--- config.mk ---
export PLATFORM = sky130hd
export DESIGN_NAME = multi_port_mem_behavioral
export DESIGN_NICKNAME = d
export VERILOG_FILES = /design/src/rtl/multi_port_mem_behavioral.sv
export SDC_FILE = /design/constraint.sdc
export NUM_CORES = 2
export LEC_CHECK = 0
export CAP_MARGIN = 20
export CORE_MARGIN = 2
export CORE_UTILIZATION = 60
export CTS_CLUSTER_DIAMETER = 60
export DETAILED_ROUTE_END_ITERATION = 8
export MAX_ROUTING_LAYER = met4
export PLACE_DENSITY = 0.77
export SLEW_MARGIN = 5
export SYNTH_ARGS = -nofsm -noshare
export SYNTH_HDL_FRONTEND = slang
export SYNTH_SLANG_ARGS = --single-unit
--- constraint.sdc ---
create_clock -name clk_i -period 2.7 [get_ports clk_i]
set_clock_uncertainty 0.2 [all_clocks]
set_input_delay 0.27 -clock clk_i [delete_from_list [all_inputs] [get_ports clk_i]]
set_output_delay 0.27 -clock clk_i [all_outputs]
set_load 0.05 [all_outputs]
--- src/rtl/multi_port_mem_behavioral.sv ---
// Generic multi-port storage: per-port writes with byte enables and deterministic
// priority, optional write-first bypass, and optional registered read ports with hold.
module multi_port_mem_behavioral #(
   parameter int DATAW      = 32,
   parameter int SIZE       = 64,
   parameter int NUM_RPORTS = 2,
   parameter int NUM_WPORTS = 1,
   parameter int OUT_REG    = 0,
   parameter int BYPASS     = 0,
   parameter int BYTEEN     = 0,
   parameter int ADDRW      = (SIZE > 1) ? $clog2(SIZE) : 1,
   parameter int BYTEW      = (BYTEEN != 0) ? DATAW / 8 : 1
) (
   input  logic                          clk_i,
   input  logic                          rst_i,
   input  logic [NUM_WPORTS-1:0]         wren_i,
   input  logic [NUM_WPORTS*ADDRW-1:0]   waddr_i,
   input  logic [NUM_WPORTS*DATAW-1:0]   wdata_i,
   input  logic [NUM_WPORTS*BYTEW-1:0]   wbyteen_i,
   input  logic [NUM_RPORTS-1:0]         rden_i,
   input  logic [NUM_RPORTS*ADDRW-1:0]   raddr_i,
   output logic [NUM_RPORTS*DATAW-1:0]   rdata_o
);

   localparam int NLANES = (BYTEEN != 0) ? DATAW / 8 : 1;
   localparam int LANEW  = DATAW / NLANES;
   localparam logic [ADDRW:0] SIZE_W = (ADDRW + 1)'(SIZE);

   logic [DATAW-1:0]                  mem_r [SIZE];
   logic [NUM_RPORTS-1:0][DATAW-1:0]  rd_val_s;

   function automatic logic in_range(input logic [ADDRW-1:0] addr);
      return ({1'b0, addr} < SIZE_W);
   endfunction

   // Word as it will look after this edge: ports applied in ascending order so the
   // highest-indexed port wins each byte independently.
   function automatic logic [DATAW-1:0] merge_word(
      input logic [DATAW-1:0]              old_word,
      input logic [ADDRW-1:0]              addr,
      input logic [NUM_WPORTS-1:0]         wren,
      input logic [NUM_WPORTS*ADDRW-1:0]   waddr,
      input logic [NUM_WPORTS*DATAW-1:0]   wdata,
      input logic [NUM_WPORTS*BYTEW-1:0]   wbyteen
   );
      logic [DATAW-1:0] word;
      word = old_word;
      for (int p = 0; p < NUM_WPORTS; p++) begin
         if (wren[p] && (waddr[p*ADDRW +: ADDRW] == addr)) begin
            for (int b = 0; b < NLANES; b++) begin
               if ((BYTEEN == 0) || wbyteen[p*BYTEW + b]) begin
                  word[b*LANEW +: LANEW] = wdata[p*DATAW + b*LANEW +: LANEW];
               end else begin
                  word[b*LANEW +: LANEW] = word[b*LANEW +: LANEW];
               end
            end
         end else begin
            word = word;
         end
      end
      return word;
   endfunction

   // Storage update; reset clears every word and drops same-cycle writes
   always_ff @(posedge clk_i) begin
      if (rst_i) begin
         for (int i = 0; i < SIZE; i++) begin
            mem_r[i] <= '0;
         end
      end else begin
         for (int p = 0; p < NUM_WPORTS; p++) begin
            if (wren_i[p] && in_range(waddr_i[p*ADDRW +: ADDRW])) begin
               mem_r[waddr_i[p*ADDRW +: ADDRW]] <= merge_word(
                  mem_r[waddr_i[p*ADDRW +: ADDRW]], waddr_i[p*ADDRW +: ADDRW],
                  wren_i, waddr_i, wdata_i, wbyteen_i);
            end
         end
      end
   end

   // Per-port read value, forwarding same-cycle writes when bypass is on
   always_comb begin
      for (int r = 0; r < NUM_RPORTS; r++) begin
         rd_val_s[r] = '0;
         if (in_range(raddr_i[r*ADDRW +: ADDRW])) begin
            if (BYPASS != 0) begin
               rd_val_s[r] = merge_word(mem_r[raddr_i[r*ADDRW +: ADDRW]],
                                        raddr_i[r*ADDRW +: ADDRW],
                                        wren_i, waddr_i, wdata_i, wbyteen_i);
            end else begin
               rd_val_s[r] = mem_r[raddr_i[r*ADDRW +: ADDRW]];
            end
         end else begin
            rd_val_s[r] = '0;
         end
      end
   end

   if (OUT_REG != 0) begin : g_out_reg
      logic [NUM_RPORTS-1:0][DATAW-1:0] rdata_r;

      // Output registers load only on rden and otherwise hold indefinitely
      always_ff @(posedge clk_i) begin
         for (int r = 0; r < NUM_RPORTS; r++) begin
            if (rst_i) begin
               rdata_r[r] <= '0;
            end else if (rden_i[r]) begin
               rdata_r[r] <= rd_val_s[r];
            end else begin
               rdata_r[r] <= rdata_r[r];
            end
         end
      end

      assign rdata_o = rdata_r;
   end else begin : g_out_comb
      logic unused_rden_s;
      assign unused_rden_s = ^rden_i;
      assign rdata_o       = rd_val_s;
   end

endmodule
# [Yosys cells after proc, flatten, opt, wreduce, memory -nomap -nowiden]
# Memory sizes are Yosys's and may differ from the RTL's.
# Cells that the tools add are included.
[totals] ff_bits=0 ramBits=2048 in_bits=56 output_inout_bits=64 n_memories=1
[op_classes] mux=10 n_reduce_logical=1
[memory_table] memory="mem_r" depth=64 width=32 rd=2 rd_clocked_by_memory_dff=0 write_ports=64 line="29" source="logic [DATAW-1:0] mem_r [SIZE];"
[op_table] cell="$mux 32" count=3
[op_table] cell="$reduce_or 32->1" count=1
[op_table] cell="$mux 1" count=6
[op_table] cell="$mux 6" count=1

# [Longest topological paths before layout]
[logic_depth] ltp_word=5 depth_mapped=9 depth_no_buf=5

# [Worst setup path before layout]
# No wires, ideal clock.
[synth_path] path_type="input -> output" start="input port raddr_i[6]" end="output port rdata_o[52]" arrival_time_ns=2.705 required_ns=2.230 slack_ns=-0.475 stages=9 n_path_buf=4 cell_sequence="buf_2 buf_6 buf_4 buf_4 mux4_2 o22ai_1 nor3_1 nor2_1 a311oi_1"
[synth_via] elab_chain_len=1
[synth_lines] element="start: declaration" line="21" source="input logic [NUM_RPORTS*ADDRW-1:0] raddr_i,"
[synth_lines] element="$mem_v2 64x32"
[synth_lines] element="end: declaration" line="22" source="output logic [NUM_RPORTS*DATAW-1:0] rdata_o"
# No other way between the ends.

==> out/metrics.cfg <==
[outcome]
run_status = finished, violations left
violations = setup timing

[timing]
drv_slew = 0
grt_setup_unrepaired = yes
period_share_pct = 131
fmax_ghz = 0.284
relSlewSlack_pct = 14.2
worst-slew-pin-transition_ps = 1280
setup_slack_ps = -826
hold_ws_ps = 49.3
final_hold_viol_count = 0
setup_violations = 64
timing.final.crit_period_ps = 3530

[synth]
synthesis.yosys.warnings = 0
synth_area_leaders = edfxtp_1, mux4_2, and2_1, clkbuf_1, a221oi_1
ys_seq_area_share_pct = 56.7
synth_largest_area_cell = edfxtp_1
postSynthCellCount = 6964
synth_area_um2 = 108000
yosys.area.top_type_share_pct = 56.7
synthDistinctLibCells = 39
mappedNetlistNets = 7020
yosys_reg_bits = 2048
avg_synthesized_cell_area_um2 = 15.6

[clocking]
cts_buffer_count = 212
tritoncts = done
clock_sinks = 2048
clk_pin_slew_worst_paths_ps = 60
longest_clk_path_bufs = 3
clock_tree.root_cell = clkbuf_16
cts_htree_levels = 4

[run]
max_cap_viol_count = 0

[floorplanning]
chipHeight_um = 429
core_area_um2 = 179000
initial_utilization_pct = 60.5
ios = 120
dieArea_um2 = 184000
core.rowCount = 155
horizontal_die_dimension_um = 429

[worst_setup_path]
critPathArrivalTime_ps = 3060
path_max_fanout = 2
cp-end-kind = primary output
worstPathRequired_ps = 2230
critPathKind = reg -> out
critical_path.startpoint_type = register

[place]
placedCellCount = 9774
place_congestion = 1.03
detailedPlacementHpwl_mm = 273
port-buffer-count = 116

[layout]
layout_top_registers = mem_r x2048
final_layout_size_suffix_gt1_share_pct = 40.3
final_common_cell = and2_1
final.fill_count = 10400
finish.net_count = 7705
final_cell_count_no_fill = 10200
final_cell_mix = and2_1, edfxtp_1, mux4_2
largest_register = mem_r
flip_flop_count_of_the_largest_register_after_layout = 2048
layout-area-overhead-vs-synth_pct = 21.8

[detailed_routing]
detail_route.vias_per_cell = 7.39
firstDrtPassIters = 8
detail_route.drc_violations = 0
drt-total-wl_mm = 411
postRouteAntennaNets = 0
detailedRoute.firstIterationViolations = 14200
avgRoutedWirePerCell_um = 40.3
wl_met3_mm = 74.9
route.met2.wl_mm = 175
topRoutingLayerUsed = met4
wl_met1_mm = 126
vias = 75400

[pwr]
totalPowerFinal_mw = 80.6
switching_share_of_power_pct = 26.9
cellInternalPower_mw = 58.9
p_leak_nw = 46.3
switching_power_mw = 21.7
comb_power_share_pct = 17.2
power.density_nw_per_um2 = 611
ir_drop_uv = 680
clock_power_share_pct = 36.3
power.sequential.fraction_pct = 46.5

[grt]
first_global_vias = 75700
grt_antenna_before_repair = 31
largest_net_degree_at_the_start_of_global_routing = 65
gr-total-overflow = 0
total_routing_usage_reported_by_global_routing_pct = 46.2
grt_pass1_wl_mm = 570

[min_path]
hold_path_class = in -> reg

-- critical path, cell delays in order (launching register included) --
cell and delay, ps:
edfxtp_1 410, mux4_2 470, mux2_4 310, o22ai_4 330, a221o_1 270, buf_6 170
nor3_4 60, buf_6 150
-- cell usage after synthesis --
library cell	number
and3_1	1
buf_1	68
o21ai_0	2
nand4_1	2
and2_1	2057
a221o_1	11
nand3b_1	8
o21ai_1	2
clkbuf_1	544
o22a_1	2
buf_2	69
mux4_2	1024
a311oi_1	10
mux2i_1	90
nand2b_1	18
o211ai_1	1
inv_1	1
nand2_1	33
nand4b_1	1
a22o_1	92
o22ai_1	138
a211oi_1	5
buf_6	13
edfxtp_1	2048
mux2_2	76
a221oi_1	119
nor3_1	33
nand3_1	13
a21boi_0	2
a22oi_1	30
nor2_1	137
nor2b_1	17
or3b_2	5
a21oi_1	85
a21o_1	2
or2_2	70
buf_4	91
or3_1	2
o221ai_1	42
-- per-layer routing --
metal | global-route usage [%] | vias to the layer above
met5 | - | -
met4 | 31.0 | 0
met3 | 19.3 | 1790
met2 | 63.4 | 7538
met1 | 55.8 | 37700
li1 | - | 28400
-- cell families (layout without fill, tap and decap cells) --
family | Yosys count | in the layout | synth area share (%)
AO/OA/AOI/OAI | 543 | 543 | 3.73
buffers and inverters | 786 | 1642 | 3.21
flip-flops | 2048 | 2048 | 56.7
multiplexers | 1190 | 1190 | 22.9
other | 0 | 25 | 0
AND/OR/NAND/NOR | 2397 | 2397 | 13.4
-- power groups by stage --
stage	registers, mW	clock network (mW)	logic (mW)
after CTS	37.5	29.1	13.2
after global placement	37.9	0	12.0
final	37.5	29.2	13.8
after detailed placement	38.1	0	12.1
after floorplan	37.7	0	6.30
after global routing	37.7	30.3	13.9
-- worst paths after layout --
path                           from      endpoint  slack, ps  depth (start not counted)
worst max-delay path  mem_r[19][11]   rdata_o[43]       -830                          7
worst min-delay path     wdata_i[3]  mem_r[12][3]         50                          3
-- timing repair --
item                       4_1_cts  5_1_grt
setup endpoints to repair       64       64
setup buffers                   28       10
hold buffers                    24        0
pin swaps                      155       53
gates resized for setup        559       60
hold endpoints to repair       888        0
-- cell type report --
type                    instances  area (um^2)  share of cell area [%]
clock buffers                 260         5530                    4.19
clock inverters               125         1200                   0.906
well taps                    2355         2950                    2.23
multi-input cells            4130        47300                    35.9
repair buffers               1256        13400                    10.1
diodes                         25         62.6                  0.0474
flip-flops and latches       2048        61500                    46.6
inverters                       1         5.00                 0.00379
-- stage by stage --
step	utilization (%)	worst slack, ps	TNS (ps)	cell area (um^2)
floorplan	-	-14.0	-14.0	109000
CTS	73.5	-786	-36290	131000
detailed placement	67.9	-1150	-367250	121000
global route	73.7	-831	-38480	132000
finish	73.7	-826	-37970	132000
global placement	67.8	-1620	-272900	121000
Note: power is estimated with default switching activity, not from simulation.
